--- src/rtl/ifetch_pkg.sv ---
// ifetch_pkg: widths, FSM state and buffer entry types shared by the fetch controller
package ifetch_pkg;
    localparam int IF_ADDR_W     = 32;
    localparam int IF_INSTR_W    = 32;
    localparam int IF_FIFO_DEPTH = 2;
    typedef enum logic [1:0] {IDLE, WAIT, DROP} fetch_state_e;
    typedef struct packed {
        logic [IF_ADDR_W-1:0]  pc;
        logic [IF_INSTR_W-1:0] instr;
    } fetch_entry_t;
endpackage

--- src/rtl/ifetch_fifo.sv ---
// ifetch_fifo: synchronous fetch buffer of {pc, instr} entries with flush
module ifetch_fifo import ifetch_pkg::*; #(
    parameter int DEPTH = IF_FIFO_DEPTH,
    localparam int PW = DEPTH > 1 ? $clog2(DEPTH) : 1,
    localparam int CW = $clog2(DEPTH) + 1
) (
    input  logic          clk,
    input  logic          reset,
    input  logic          push_i,
    input  logic          pop_i,
    input  logic          flush_i,
    input  fetch_entry_t  data_i,
    output fetch_entry_t  head_o,
    output logic [CW-1:0] count_o
);
    fetch_entry_t mem_q [DEPTH];
    fetch_entry_t mem_d [DEPTH];
    logic [PW-1:0] wr_q, wr_d, rd_q, rd_d;
    logic [CW-1:0] count_q, count_d;
    function automatic logic [PW-1:0] inc(input logic [PW-1:0] p);
        return p == PW'(DEPTH - 1) ? '0 : p + 1'b1;
    endfunction
    always_comb begin
        mem_d = mem_q;
        if (push_i) mem_d[wr_q] = data_i;
        wr_d    = flush_i ? '0 : push_i ? inc(wr_q) : wr_q;
        rd_d    = flush_i ? '0 : pop_i ? inc(rd_q) : rd_q;
        count_d = flush_i ? '0 : count_q + CW'(push_i) - CW'(pop_i);
    end
    always_ff @(posedge clk) begin
        if (reset) begin
            mem_q   <= '{default: '0};
            wr_q    <= '0;
            rd_q    <= '0;
            count_q <= '0;
        end else begin
            mem_q   <= mem_d;
            wr_q    <= wr_d;
            rd_q    <= rd_d;
            count_q <= count_d;
        end
    end
    assign head_o  = mem_q[rd_q];
    assign count_o = count_q;
endmodule

--- src/rtl/ifetch_ctrl.sv ---
// ifetch_ctrl: single-outstanding fetch FSM feeding a {pc, instr} buffer; IFETCH_PERF_EN adds fetch/stall counters
module ifetch_ctrl import ifetch_pkg::*; #(
    parameter int ADDR_W     = IF_ADDR_W,
    parameter int INSTR_W    = IF_INSTR_W,
    parameter int FIFO_DEPTH = IF_FIFO_DEPTH
) (
    input  logic               clk,
    input  logic               reset,
    input  logic [ADDR_W-1:0]  pc_i,
    output logic               pc_en_o,
    input  logic               flush_i,
    output logic               imem_req_o,
    output logic [ADDR_W-1:0]  imem_addr_o,
    input  logic               imem_gnt_i,
    input  logic               imem_rvalid_i,
    input  logic [INSTR_W-1:0] imem_rdata_i,
    output logic               dec_valid_o,
    input  logic               dec_ready_i,
    output logic [ADDR_W-1:0]  dec_pc_o,
    output logic [INSTR_W-1:0] dec_instr_o
`ifdef IFETCH_PERF_EN
    ,
    output logic [31:0]        perf_fetch_cnt_o,
    output logic [31:0]        perf_stall_cnt_o
`endif
);
    localparam int CW = $clog2(FIFO_DEPTH) + 1;
    fetch_state_e state_q, state_d;
    logic [ADDR_W-1:0] req_pc_q, req_pc_d;
    logic [CW-1:0] count;
    logic push, pop;
    fetch_entry_t head;
    // A slot is reserved at request time, so the later push can never overflow
    always_comb begin
        imem_req_o  = ~reset & ~flush_i & (state_q == IDLE) & (count < CW'(FIFO_DEPTH));
        imem_addr_o = pc_i;
        pc_en_o     = imem_req_o & imem_gnt_i;
        push        = (state_q == WAIT) & imem_rvalid_i & ~flush_i;
        dec_valid_o = count != '0;
        pop         = dec_valid_o & dec_ready_i;
        req_pc_d    = pc_en_o ? pc_i : req_pc_q;
        state_d     = state_q == IDLE ? (pc_en_o ? WAIT : IDLE) :
                      imem_rvalid_i ? IDLE :
                      (state_q == WAIT && flush_i) ? DROP : state_q;
        dec_pc_o    = head.pc;
        dec_instr_o = head.instr;
    end
    always_ff @(posedge clk) begin
        if (reset) begin
            state_q  <= IDLE;
            req_pc_q <= '0;
        end else begin
            state_q  <= state_d;
            req_pc_q <= req_pc_d;
        end
    end
    ifetch_fifo #(.DEPTH(FIFO_DEPTH)) u_fifo (
        .clk     (clk),
        .reset   (reset),
        .push_i  (push),
        .pop_i   (pop),
        .flush_i (flush_i),
        .data_i  ({req_pc_q, imem_rdata_i}),
        .head_o  (head),
        .count_o (count)
    );
`ifdef IFETCH_PERF_EN
    logic [31:0] fetch_cnt_q, fetch_cnt_d, stall_cnt_q, stall_cnt_d;
    always_comb begin
        fetch_cnt_d = fetch_cnt_q + 32'(push);
        stall_cnt_d = stall_cnt_q + 32'(dec_ready_i & ~dec_valid_o);
    end
    always_ff @(posedge clk) begin
        if (reset) begin
            fetch_cnt_q <= '0;
            stall_cnt_q <= '0;
        end else begin
            fetch_cnt_q <= fetch_cnt_d;
            stall_cnt_q <= stall_cnt_d;
        end
    end
    assign perf_fetch_cnt_o = fetch_cnt_q;
    assign perf_stall_cnt_o = stall_cnt_q;
`endif
endmodule

--- config.mk ---
export PLATFORM = sky130hd
export DESIGN_NAME = ifetch_ctrl
export DESIGN_NICKNAME = d
export VERILOG_FILES = /design/src/rtl/ifetch_pkg.sv /design/src/rtl/ifetch_fifo.sv /design/src/rtl/ifetch_ctrl.sv
export SDC_FILE = /design/constraint.sdc
export NUM_CORES = 1
export LEC_CHECK = 0
export ABC_AREA = 1
export BUFFER_PORTS_ARGS = -buffer_cell sky130_fd_sc_hd__buf_2
export CORE_MARGIN = 3
export CORE_UTILIZATION = 30
export DETAILED_ROUTE_END_ITERATION = 8
export SYNTH_ARGS = -nofsm -noshare
export SYNTH_HDL_FRONTEND = slang
export SYNTH_SLANG_ARGS = --single-unit
--- constraint.sdc ---
create_clock -name clk -period 1.49 [get_ports clk]
set_input_delay 0.298 -clock clk [delete_from_list [all_inputs] [get_ports clk]]
set_output_delay 0.298 -clock clk [all_outputs]
set_load 0.005 [all_outputs]
==> results.toml <==
[critical_path]
crit_type = "reg -> out"
reg2reg_depth = 9
cp.arrival_ns = 1.45
crit_required_ns = 1.19
timing.critical_path.fanout_max = 7
end_kind = "output port"
startpoint_type = "register"
r2r-end = "u_fifo.mem_q[64]$_SDFFE_PP0P_"
rrSetupSlack_ns = 0.03
reg2reg_from = "state_q[1]$_SDFFE_PP0P_"

[power]
power.density_nw_per_um2 = 938
peakVddDrop_mv = 0.665
leakage_nw = 4.17

[timing]
post-route-period-util = 1.18
final_hold_viol_count = 0
layout_min_cycle_time_ns = 1.75
rsz0062_at_grt = "yes"
setup_viol = 66
max_freq_mhz = 571
worst_pin_slew_ns = 0.520
finClkSkew_ns = 0.00604
slew_headroom = 0.653
hold_slack_ns = 0.0646
fin_ws_ns = -0.261
finalMaxSlewViolations = 0

[synthesis]
yosysUniqueCellTypes = 20
synth_flop_cell = "dfxtp_1"
synth_top_family_by_area = "simple AND/OR/NAND/NOR gates"
syn_avg_cell_area_um2 = 6.96
synth-edff-count = 0
synthAdderAreaFrac = 0.00171
ys_warn_count = 0
synth-compound-area-share = 0.135
async_flop_share = 0
synth_mux_area_frac = 0.00307
synth_area_leaders = "dfxtp_1 (45%), a21oi_1 (12%), nand2_1 (11%)"
ys_seq_elements = 166
synthCells = 1054
synth-simple-area-share = 0.265
yosys.area.top_type = "dfxtp_1"
synth_fp_nets = 1125
ys_seq_area_frac = 0.453
synth_xor_area_frac = 0
syn_area_um2 = 7340
synth_top_area_share = 0.453

[cts]
cts.sinks = 166
clk_latency_ns = 0.42
clk_pin_slew_ns = 0.06
cts_root_buffer = "clkbuf_16"
cts_made_buffers = 17
htreeDepth = 4
clockBufferDepth = 2
cts_tree = "built"

[outcome]
failed_checks = "negative setup slack"
status = "complete, but fails checks"

[placement]
dpl.cell_count = 1463
place_area_um2 = 8380
globalplace.congestion = 0.771
pre_cts_ws_ns = 0.0181
dp_hpwl_um = 12500
port_buffers = 168

[floorplanning]
coreArea_um2 = 23800
die_area_um2 = 26400
start_util = 0.309
rows = 56
die_w_um = 162
die_h_um = 162
pin_count = 169

[min_path]
whs_endpoint = "state_q[1]$_SDFFE_PP0P_"
min_from = "imem_rvalid_i"
whs_path_depth = 2
worstHoldPathType = "in -> reg"

[layout]
area.growth.synth_to_final_pct = 39.3
diodes = 0
post-route-cell-area_um2 = 10200
final_common_cell = "nand2_1"
final_util = 0.430
drive_above_1_share = 0.299
final_cell_count_no_fill = 1530
final_cell_mix = "nand2_1 (211), buf_2 (164), dfxtp_1 (161)"
layout.nets = 1270

[detailed_routing]
avgViaCountPerCell = 4.70
avgRoutedWirePerCell_um = 15.5
drc_errors = 0
drt_iter0_drc = 471
antenna_left = 0
first_pass_iters = 5
num_vias = 7185
wl_um = 23800

[global_route]
grt_pass1_wl_um = 33500
grt_overflow = 0
track_usage = 0.158
antenna_found_initial = 0
grt_pass1_vias = 6443
grt_max_degree = 83

[run]
max_cap_viol_count = 0
[sequential cells by signal, summed over array words and instances (netlist names)]
register        flops
u_fifo.mem_q      128
req_pc_q           32
state_q             2
u_fifo.count_o      2
u_fifo.rd_q         1
u_fifo.wr_q         1
[logic make-up (layout without fill, tap and decap cells)]
group	count (synthesis)	in the layout
compound gates	197	197
buf+inv	219	376
simple gates	469	469
fa+ha+maj	1	1
mux	2	2
flops	166	166
[critical path, cell delays in order (launching register included)]
cell and delay (ns):
dfxtp_4 0.40, buf_12 0.18, buf_12 0.16, nor2_4 0.04, a21oi_2 0.13, buf_2 0.13
[metal layers]
layer	global-route usage	routed length [um]	up-vias	part of all wire
met5	0	0	-	0
met1	0.206	10600	3364	0.44
li1	-	-	3614	-
met4	0.0496	240	0	0.010
met2	0.265	11900	192	0.50
met3	0.0308	1120	15	0.047
[cells in the mapped netlist (2+ instances only)]
cell / count
a21oi_1: 180
buf_1: 5
buf_2: 22
buf_4: 37
buf_6: 7
clkbuf_1: 41
dfxtp_1: 166
inv_1: 107
mux2_2: 2
nand2_1: 220
nand3_1: 129
nor2_1: 114
nor2_4: 2
nor4_1: 2
o21ai_0: 15
[how the worst max path moves through the flow]
stage                                    end  cells after the start  slack (ns)                     start
2_1_floorplan                 dec_instr_o[0]                      4        0.12  u_fifo.rd_q$_SDFFE_PP0P_
3_3_place_gp   u_fifo.mem_q[65]$_SDFFE_PP0P_                      8        0.07                   flush_i
3_5_place_dp   u_fifo.mem_q[76]$_SDFFE_PP0P_                      8        0.02                   flush_i
4_1_cts                         dec_pc_o[27]                      5       -0.32  u_fifo.rd_q$_SDFFE_PP0P_
5_1_grt                          dec_pc_o[3]                      5       -0.34  u_fifo.rd_q$_SDFFE_PP0P_
6_report                      dec_instr_o[8]                      5       -0.26  u_fifo.rd_q$_SDFFE_PP0P_
[final cells by class]
| type | count | area, um^2 |
|---|---|---|
| clock inverter | 8 | 125 |
| clock buffer | 23 | 458 |
| sequential | 166 | 3340 |
| multi-input combinational | 669 | 3530 |
| tap | 319 | 399 |
| inverter | 107 | 407 |
| fill | 2419 | 13500 |
| timing repair buffer | 238 | 1960 |
[through the flow]
step / setup TNS, ns / total power [mW]
2_1_floorplan: 0 / 4.92
3_3_place_gp: 0 / 5.13
3_5_place_dp: 0 / 5.13
4_1_cts: -16.57 / 9.67
5_1_grt: -18.72 / 9.94
6_report: -13.60 / 9.58
[where the power goes]
group          internal [mW]  total [mW]  switching [mW]
logic                  0.237       0.554           0.317
clock network           2.68        4.49            1.82
registers               4.49        4.54          0.0452
total                   7.40        9.58            2.18
[timing repair]
action	in CTS	in global routing
setup endpoints to repair	66	115
setup buffers	6	14
cloned	8	12
gates resized for setup	65	124
hold buffers	0	0
pin swaps	17	26
Power figures use the tool's default switching activity.
